**src/rtl/instruction_prefetcher_pkg.sv**
```systemverilog
// Shared types and constants for the instruction prefetcher: instruction
// field layout, special opcodes/words and the fetch FSM encoding.
package proctypes;

  localparam int INSTRUCTION_WIDTH = 32;
  localparam int NUM_INSTRUCTIONS  = 64;

  // iType occupies the low bits of every instruction word.
  localparam int ITYPE_LSB   = 0;
  localparam int ITYPE_WIDTH = 3;

  // A shape-set instruction makes the following word opaque data.
  localparam logic [ITYPE_WIDTH-1:0] OP_SHAPE_SET = 3'd6;

  // Word that sends the fetch pointer back to the restart address.
  localparam logic [INSTRUCTION_WIDTH-1:0] LOOP_WORD = {21'b0, 2'b11, 6'b0, 3'b0};

  typedef enum logic [1:0] {
    IDLE,
    RUN,
    HALT
  } fetch_state_t;

  function automatic logic is_shape_set(input logic [INSTRUCTION_WIDTH-1:0] word);
    return word[ITYPE_LSB +: ITYPE_WIDTH] == OP_SHAPE_SET;
  endfunction

endpackage

```
**src/rtl/instruction_prefetcher_ram.sv**
```systemverilog
// Simple dual-port RAM: one write port, one read port with a fixed
// LATENCY-stage registered read pipeline. Contents survive reset.
module xilinx_simple_dual_port_ram #(
  parameter int  WIDTH   = 32,
  parameter int  DEPTH   = 64,
  parameter int  LATENCY = 2,
  localparam int AW      = $clog2(DEPTH)
) (
  input  logic             clk,
  input  logic             we,
  input  logic [AW-1:0]    waddr,
  input  logic [WIDTH-1:0] wdata,
  input  logic             re,
  input  logic [AW-1:0]    raddr,
  output logic [WIDTH-1:0] rdata
);

  logic [WIDTH-1:0] mem  [DEPTH];
  logic [WIDTH-1:0] pipe [LATENCY];

  // NOTE: storage arrays carry no reset; validity is tracked by separate
  // reset flags, so resetting the data would only cost logic.
  // Write port.
  always_ff @(posedge clk) begin
    if (we) mem[waddr] <= wdata;
  end

  // Read port: array read followed by the remaining pipeline stages.
  always_ff @(posedge clk) begin
    if (re) pipe[0] <= mem[raddr];
    for (int i = 1; i < LATENCY; i++) pipe[i] <= pipe[i-1];
  end

  assign rdata = pipe[LATENCY-1];

endmodule

```
**src/rtl/instruction_prefetcher.sv**
```systemverilog
// Instruction prefetcher: streams words from instruction memory into a small
// queue, recognising terminator and loop words, with redirect support.
module instruction_prefetcher
  import proctypes::*;
#(
  parameter int  INST_WIDTH   = INSTRUCTION_WIDTH,
  parameter int  DEPTH        = NUM_INSTRUCTIONS,
  parameter int  FIFO_DEPTH   = 4,
  parameter int  RAM_LATENCY  = 2,
  parameter int  RESTART_ADDR = 1,
  localparam int AW           = $clog2(DEPTH)
) (
  input  logic                  clk,
  input  logic                  rst,
  input  logic                  wr_en,
  input  logic [AW-1:0]         wr_addr,
  input  logic [INST_WIDTH-1:0] wr_data,
  output logic                  wr_err,
  input  logic                  start,
  input  logic                  redirect,
  input  logic [AW-1:0]         redirect_addr,
  output logic                  out_valid,
  input  logic                  out_ready,
  output logic [INST_WIDTH-1:0] inst,
  output logic [AW-1:0]         pc_out,
  output logic                  halted
);

  localparam int PW = $clog2(FIFO_DEPTH);
  localparam int CW = $clog2(FIFO_DEPTH + RAM_LATENCY + 2) + 1;

  fetch_state_t state;
  logic [AW-1:0] pc;

  // Read tags travel alongside the RAM pipeline, then a return stage.
  logic [RAM_LATENCY-1:0] tag_v;
  logic [AW-1:0]          tag_a [RAM_LATENCY];
  logic                   ret_v;
  logic [INST_WIDTH-1:0]  ret_data;
  logic [AW-1:0]          ret_addr;
  logic [INST_WIDTH-1:0]  rd_data;

  // Prefetch queue.
  logic [INST_WIDTH-1:0] fifo_inst [FIFO_DEPTH];
  logic [AW-1:0]         fifo_pc   [FIFO_DEPTH];
  logic [PW-1:0]         wr_ptr, rd_ptr;
  logic [PW:0]           count;

  // Last pushed word was a shape-set: the next word is taken verbatim.
  logic last_shape;

  logic          pop, push, hit_term, hit_loop, flush, rd_en, ram_we;
  logic [CW-1:0] in_flight, credit_used;

  // Flow decisions: pop/push, special-word detection and read issue credit.
  always_comb begin
    // NOTE: every output of this block gets a value first, so no path
    // can leave one unassigned and infer a latch.
    pop         = (count != '0) && out_ready;
    hit_term    = ret_v && !last_shape && (ret_data == '0);
    hit_loop    = ret_v && !last_shape && (ret_data == INST_WIDTH'(LOOP_WORD));
    flush       = redirect || hit_term || hit_loop;
    push        = ret_v && !flush;
    in_flight   = CW'(ret_v);
    for (int i = 0; i < RAM_LATENCY; i++) in_flight = in_flight + CW'(tag_v[i]);
    // The slot being popped this cycle is free again at the same edge.
    credit_used = CW'(count) - CW'(pop) + in_flight;
    rd_en       = (state == RUN) && !flush && (credit_used < CW'(FIFO_DEPTH));
    ram_we      = wr_en && (state != RUN);
  end

  xilinx_simple_dual_port_ram #(
    .WIDTH  (INST_WIDTH),
    .DEPTH  (DEPTH),
    .LATENCY(RAM_LATENCY)
  ) u_ram (
    .clk  (clk),
    .we   (ram_we),
    .waddr(wr_addr),
    .wdata(wr_data),
    .re   (rd_en),
    .raddr(pc),
    .rdata(rd_data)
  );

  // Address/data path of the read pipeline and the queue storage.
  always_ff @(posedge clk) begin
    tag_a[0] <= pc;
    for (int i = 1; i < RAM_LATENCY; i++) tag_a[i] <= tag_a[i-1];
    ret_data <= rd_data;
    ret_addr <= tag_a[RAM_LATENCY-1];
    if (push) begin
      fifo_inst[wr_ptr] <= ret_data;
      fifo_pc[wr_ptr]   <= ret_addr;
    end
  end

  // Fetch FSM, read-tag valids and queue bookkeeping.
  always_ff @(posedge clk or posedge rst) begin
    if (rst) begin
      state      <= IDLE;
      pc         <= '0;
      tag_v      <= '0;
      ret_v      <= 1'b0;
      wr_ptr     <= '0;
      rd_ptr     <= '0;
      count      <= '0;
      last_shape <= 1'b0;
      halted     <= 1'b0;
      wr_err     <= 1'b0;
    end else begin
      // NOTE: with non-blocking assignments the last one in the block wins,
      // so the flush cases below cleanly override the default advance.
      wr_err <= wr_en && (state == RUN);
      tag_v  <= (tag_v << 1) | RAM_LATENCY'(rd_en);
      ret_v  <= tag_v[RAM_LATENCY-1];
      if (rd_en) pc <= pc + AW'(1);
      if (push) begin
        wr_ptr     <= wr_ptr + PW'(1);
        last_shape <= is_shape_set(INSTRUCTION_WIDTH'(ret_data));
      end
      if (pop) rd_ptr <= rd_ptr + PW'(1);
      count <= count + {{PW{1'b0}}, push} - {{PW{1'b0}}, pop};

      if (redirect) begin
        tag_v      <= '0;
        ret_v      <= 1'b0;
        wr_ptr     <= '0;
        rd_ptr     <= '0;
        count      <= '0;
        pc         <= redirect_addr;
        last_shape <= 1'b0;
        state      <= RUN;
        halted     <= 1'b0;
      end else if (hit_term) begin
        tag_v  <= '0;
        ret_v  <= 1'b0;
        state  <= HALT;
        halted <= 1'b1;
      end else if (hit_loop) begin
        tag_v <= '0;
        ret_v <= 1'b0;
        pc    <= AW'(RESTART_ADDR);
      end else if (start && (state != RUN)) begin
        pc         <= '0;
        last_shape <= 1'b0;
        state      <= RUN;
        halted     <= 1'b0;
      end
    end
  end

  assign out_valid = (count != '0);
  assign inst      = out_valid ? fifo_inst[rd_ptr] : '0;
  assign pc_out    = out_valid ? fifo_pc[rd_ptr]   : '0;

endmodule

```
**config.mk**
```make
export PLATFORM = sky130hd
export DESIGN_NAME = instruction_prefetcher
export DESIGN_NICKNAME = d
export VERILOG_FILES = /design/src/rtl/instruction_prefetcher_pkg.sv /design/src/rtl/instruction_prefetcher_ram.sv /design/src/rtl/instruction_prefetcher.sv
export SDC_FILE = /design/constraint.sdc
export NUM_CORES = 2
export LEC_CHECK = 0
export CAP_MARGIN = 20
export CORE_ASPECT_RATIO = 0.6
export CORE_MARGIN = 10
export CORE_UTILIZATION = 40
export DETAILED_ROUTE_END_ITERATION = 8
export MAX_ROUTING_LAYER = met4
export PLACE_DENSITY = 0.52
export REMOVE_ABC_BUFFERS = 1
export SYNTH_ARGS = -nofsm -noshare
export SYNTH_HDL_FRONTEND = slang
export SYNTH_SLANG_ARGS = --single-unit
```
**constraint.sdc**
```tcl
create_clock -name clk -period 6.09 [get_ports clk]
set_input_delay 1.218 -clock clk [delete_from_list [all_inputs] [get_ports clk]]
set_output_delay 1.218 -clock clk [all_outputs]
set_load 0.02 [all_outputs]
```
# --- After elaboration in Yosys (flattened, before gate mapping) ---
# Memory sizes are Yosys's and may differ from the RTL's. A register that Yosys moved wholly into a read port is not among the register bits.
# Cells that the tools add are included.
classes:
  addsub: 9
  mul: 0
  div_mod_pow: 0
  n_lt_le_gt_ge: 1
  n_eq_ne: 5
  n_shift: 0
  muxes: 37
  bitwise_logic: 1
  reduce_logical: 20
op_table:
  columns: ["op", "n"]
  rows:
  - ["$mux 6", 6]
  - ["$eq 32x11->1 const B", 1]
  - ["$logic_not 32->1", 1]
  - ["$mux 32", 1]
  - ["$mux 2", 11]
  - ["$mux 1", 18]
  - ["$logic_and 1x1->1", 10]
  - ["$add 6x1->6 const B", 1]
  - ["$reduce_bool 3->1", 2]
  - ["$add 2x1->2 const B", 2]
  - ["$add 4x3->4", 1]
  - ["$lt 4x3->1 const B", 1]
  - ["$reduce_bool 2->1", 2]
  - ["$sub 3x1->4", 1]
  - ["$add 2x1->3", 1]
  - ["$add 3x1->3", 1]
  - ["$eq 3x3->1 const B", 1]
  - ["$mux 3", 1]
  - ["$ne 3x3->1 const B", 1]
  - ["$sub 3x1->3", 1]
  - ["$add 1x1->2", 1]
  - ["$eq 2x1->1 const B", 1]
  - ["$logic_not 1->1", 2]
  - ["$logic_or 1x1->1", 2]
  - ["other kinds (3)", 3]
totals:
  regBits: 21
  latch_bits: 0
  mem_bits_rw: 2276
  rom_bits: 0
  inputBits: 50
  output_inout_bits: 41
  word_cells: 88
  memories: 5
memory_table:
  columns: ["name", "words", "word_bits", "rd", "rd_ports_with_merged_regs", "write_ports", "line_no", "source"]
  rows:
  - ["u_ram.mem", 64, 32, 1, 0, 1, "instruction_prefetcher_ram.sv:18", "logic [WIDTH-1:0] mem [DEPTH];"]
  - ["fifo_inst", 4, 32, 1, 0, 1, "instruction_prefetcher.sv:44", "logic [INST_WIDTH-1:0] fifo_inst [FIFO_DEPTH];"]
  - ["u_ram.pipe", 2, 32, 2, 1, 2, "instruction_prefetcher_ram.sv:19", "logic [WIDTH-1:0] pipe [LATENCY];"]
  - ["fifo_pc", 4, 6, 1, 0, 1, "instruction_prefetcher.sv:45", "logic [AW-1:0] fifo_pc [FIFO_DEPTH];"]
  - ["tag_a", 2, 6, 2, 1, 2, "instruction_prefetcher.sv:37", "logic [AW-1:0] tag_a [RAM_LATENCY];"]

# --- Logic depth before layout (Yosys ltp) ---
depth:
  word_depth: 13
  depth_mapped: 13
  mapped_depth_nobuf: 13

# --- Modules after synthesis ---
# A second synthesis with hierarchy kept.
unflattened:
  cells_unflattened: 3870
  hier_area_um2: 87594.0
modules_own_cells:
  columns: ["module", "n_inst", "cells_each", "area_each_um2", "seq_area_each_um2"]
  rows:
  - ["xilinx_simple_dual_port_ram", 1, 3442, 79511.3, 63100.5]
  - ["instruction_prefetcher", 1, 428, 8082.8, 6065.8]

# --- Worst setup path before layout ---
# OpenSTA, ideal clock, no wires.
synth_path:
  path_kind: "input port to flip-flop"
  start: "input port out_ready"
  end: "memory u_ram.pipe[0][0], enable pin"
  setup_ns: 0.461
  t_arrival_ns: 5.225
  required_ns: 5.629
  setup_slack_ns: 0.404
  stages: 8
  n_path_buf: 0
  cell_sequence: "nand2_1 -> or2_2 -> ha_1 -> ha_1 -> and3b_1 -> or4_1 -> a21o_1 -> nor3_1"
synth_lines:
  columns: ["item", "line_no", "source"]
  rows:
  - ["from (decl)", "instruction_prefetcher.sv:23", "input logic out_ready,"]
  - ["to (decl)", "instruction_prefetcher_ram.sv:19", null]

# --- Final worst setup path ---
layout_path:
  start: "register rd_ptr[0]"
  end: "output port inst[26]"
layout_between:
  elab_chain_len: 2
layout_rtl:
  columns: ["item", "line_no", "source"]
  rows:
  - ["from (decl)", "instruction_prefetcher.sv:46", "logic [PW-1:0] wr_ptr, rd_ptr;"]
  - ["from (signal assigned)", "instruction_prefetcher.sv:122", "if (pop) rd_ptr <= rd_ptr + PW'(1);"]
  - ["$mem_v2 4x32", null, null]
  - ["$mux 32", "instruction_prefetcher.sv:154", "assign inst = out_valid ? fifo_inst[rd_ptr] : '0;"]
  - ["to (decl)", "instruction_prefetcher.sv:24", "output logic [INST_WIDTH-1:0] inst,"]
# No other way between the ends.

==> impl_metrics.toml <==
[cts]
cts_inserted_buffers = 213
path_clk_slew_ps = 70
clock_path_buffers = 4
numClockSinks = 2334
worst_skew_pair.late_latency_ps = 850
clock_tree_from_tritoncts = "built"
cts_htree_levels = 4
cts.repair_timing.setup_buffer_count = 0
post_cts_resize_count = 0
cts_hold_buffers = 0
cts_root_buffer = "sky130_fd_sc_hd__clkbuf_16"

[grt]
wire_length_of_the_first_global_routing_pass_mm = 315.2
globalRoute.totalOverflow = 0
grtUsageTotal_pct = 18.79
vias_in_the_first_global_route = 39440
grt_antenna_before_repair = 11
maximum_number_of_pins_on_one_net_before_global_route_repair = 83

[die]
dieWidth_um = 624.0
num_rows = 132
floorplan.die_area_sq_um = 238600
initial_utilization_pct = 40.41
fp.dieH_um = 382.4
floorplan.core_area_sq_um = 216700
design.portCount = 91

[timing]
finalSetupTns_ps = 0
timing_hold_violations_final = 0
timing.final.setup_violations = 0
finClkSkew_ps = 33.92
tightestPinTransition_ps = 1103
layout_min_cycle_time_ps = 4482
pins_over_slew_limit = 0
timing.slew.headroom_pct = 26.36
timing.fmax_mhz = 223.1
final.period_utilization_pct = 73.59
rsz0062_at_grt = "no"

[placement]
post-dp-hpwl_mm = 135.6
gpl.final_weighted_congestion = 0.8689
placement.io_buffers = 90

[worst_setup_path]
timing.critical_path.slowest_stage_cell = "sky130_fd_sc_hd__buf_4"
worst_setup_path_start_kind = "flip-flop"
cpPeakStageDelay_ps = 640
timing.critical_path.required_ps = 4870
critical_path.endpoint_type = "primary output"
highest_net_fanout_along_the_worst_path = 39
path_cells = "buf_4 -> mux4_2 -> and2_1 -> clkdlybuf4s50_1"
cp_data_arrival_time_ps = 3260
critPathKind = "reg2out"

[route]
final_antenna_net_count = 0
drt-vias-per-instance = 5.667
vias = 40120
drc = 0
detailedRoute.firstIterationViolations = 4498
wl_per_cell_um = 31.48
drt_first_pass_iters = 5
wl_mm = 222.8

[cells_and_area]
final_net_count = 4083
drive_gt1_share_pct = 26.88
syn_to_final_growth_pct = 13.91

[job]
maxCapViolCount = 0

[synth]
synth_top_flop_cell = "sky130_fd_sc_hd__edfxtp_1"
yosys.cell_types.count = 47
yosysWarningCount = 0
top_cell_type_s_share_of_synthesized_area_pct = 76.55
syn_avg_cell_area_sq_um = 23.34
area_contributors_post_synth = "sky130_fd_sc_hd__edfxtp_1 (77%), sky130_fd_sc_hd__mux4_2 (14%), sky130_fd_sc_hd__mux2i_1 (2.9%)"
postSynthRegisterBits = 2334
syn-instance-count = 3752
netlist.top_cell.by_area = "sky130_fd_sc_hd__edfxtp_1"
async_flop_share_pct = 0.8569
synth-seq-area-share_pct = 79.00
synth-edff-count = 2232
synthesis.area_sq_um = 87550

[pwr]
power_per_cell_area_nw_per_um2 = 420.2
fin_total_pwr_mw = 41.91
vdd_drop_max_mv = 0.2713
leakagePower_nw = 31.29

[min_path]
timing.hold.worst.class = "reg2reg"

[outcome]
result_of_the_run = "finished, final reports clean"
## placed cells by master (no fill, tap or decap), types with 5 or more instances in the layout
cell type,netlist,final
sky130_fd_sc_hd__xor2_1,6,6
sky130_fd_sc_hd__buf_12,0,20
sky130_fd_sc_hd__or4_1,33,33
sky130_fd_sc_hd__nand3b_1,6,6
sky130_fd_sc_hd__ha_1,10,10
sky130_fd_sc_hd__nor2_1,84,20
sky130_fd_sc_hd__nor2_4,0,64
sky130_fd_sc_hd__clkbuf_1,101,41
sky130_fd_sc_hd__clkinv_1,1,38
sky130_fd_sc_hd__bufinv_16,0,20
sky130_fd_sc_hd__o22ai_1,128,128
sky130_fd_sc_hd__and2_1,40,40
sky130_fd_sc_hd__edfxtp_1,2232,2232
sky130_fd_sc_hd__buf_2,45,23
sky130_fd_sc_hd__mux2i_1,258,258
sky130_fd_sc_hd__nor4_1,13,13
sky130_fd_sc_hd__xnor2_1,5,5
sky130_fd_sc_hd__dfrtp_1,20,15
sky130_fd_sc_hd__a21oi_1,5,5
sky130_fd_sc_hd__clkbuf_16,0,217
sky130_fd_sc_hd__mux4_2,550,550
sky130_fd_sc_hd__buf_4,19,147
sky130_fd_sc_hd__clkdlybuf4s50_1,0,58
sky130_fd_sc_hd__clkbuf_8,0,5
sky130_fd_sc_hd__clkinv_2,0,44
sky130_fd_sc_hd__nand2_1,13,12
sky130_fd_sc_hd__inv_1,14,14
sky130_fd_sc_hd__diode_2,0,12
sky130_fd_sc_hd__dfxtp_1,82,82
sky130_fd_sc_hd__nand3_1,8,7
sky130_fd_sc_hd__clkinvlp_4,0,9
## where the power goes
| part | leakage, nW | switching, mW | internal (mW) |
|---|---|---|---|
| Combinational | 6.99 | 5.36 | 4.50 |
| Clock | 3.30 | 5.82 | 7.43 |
| Sequential | 21.0 | 0.611 | 18.2 |
## worst paths after layout
check / startpoint / cells after the start / endpoint / slack, ps
min in group asynchronous: rst / 2 / wr_err / 830
hold reg to reg: tag_a[1][3] / 0 / ret_addr[3] / 300
max in group asynchronous: rst / 2 / pc[2] / 4630
hold / removal: tag_a[1][3] / 0 / ret_addr[3] / 300
setup / recovery: rd_ptr[0] / 4 / inst[26] / 1610
setup reg to reg: count[1] / 13 / u_ram.pipe[0][26] / 2120
## layer usage
layer  global-route usage, %  wire length (um)  vias to the layer above
met2                   25.44             94070                     1388
met5                       -                 0                        -
met4                   3.288              3912                        0
met3                   3.453             15100                      280
li1                        -                 -                    16490
met1                   29.74            109800                    21960
## cell type report
| cell class | count | area (sq um) |
|---|---|---|
| clock buffer | 265 | 5668 |
| clock inverter | 115 | 1071 |
| fill | 17810 | 117000 |
| inverter | 15 | 56.30 |
| tap | 2881 | 3605 |
| sequential | 2334 | 69180 |
| timing repair buffer | 249 | 2205 |
| antenna | 12 | 30.03 |
| multi-input combinational | 1208 | 17920 |
## Yosys cell counts, drive strengths merged (3+ instances only)
cell and number:
a211oi 3, a21oi 5, and2 40, and3 6, buf 94, clkbuf 101, dfrtp 20, dfxtp 82
edfxtp 2232, ha 10, inv 14, mux2i 258, mux4 550, nand2 13, nand3 8, nand3b 6
nand4 4, nor2 84, nor2b 3, nor3 7, nor4 13, o22ai 128, or3 4, or3b 3
or4 33, xnor2 5, xor2 6
## registers in the layout, summed over array words and instances (netlist names)
| signal | flops |
|---|---|
| rd_ptr | 2 |
| u_ram.pipe | 64 |
| halted | 1 |
| ret_v | 1 |
| last_shape | 1 |
| count | 3 |
| ret_addr | 6 |
| tag_v | 2 |
| tag_a | 12 |
| pc | 6 |
| ret_data | 32 |
| wr_err | 1 |
| u_ram.mem | 2048 |
| fifo_inst | 128 |
| fifo_pc | 24 |
| state | 1 |
| wr_ptr | 2 |
## critical path, delay by kind of cell (launching register included)
| kind | cells | cell delay, ps |
|---|---|---|
| buffers and inverters | 2 | 1190 |
| and+or+nand+nor | 1 | 180 |
| DFF | 1 | 370 |
| muxes | 1 | 630 |
## stage by stage
step	setup WS (ps)	hold WS (ps)	util (%)	cell area [sq um]	cells
after floorplan	-15120	309.6	-	86640	3557
after global placement	1318	310.1	42.90	92960	6686
after detailed placement	1374	312.1	42.90	92960	6686
after global routing	1373	327.7	46.02	99720	7075
after CTS	1465	299.6	46.01	99700	7066
final	1608	297.1	46.03	99730	7079
## cells by family (layout without fill, tap and decap cells)
group / count (synthesis) / in the layout / synth area share, %
other cells: 0 / 12 / 0
simple gates: 231 / 231 / 1.442
fa+ha+maj: 12 / 12 / 0.1886
flops: 2334 / 2334 / 79.00
buf+inv: 210 / 644 / 1.106
xor+xnor: 11 / 11 / 0.1100
compound gates: 146 / 146 / 1.058
mux: 808 / 808 / 17.10
No activity file was read; power rests on OpenSTA's default activity.
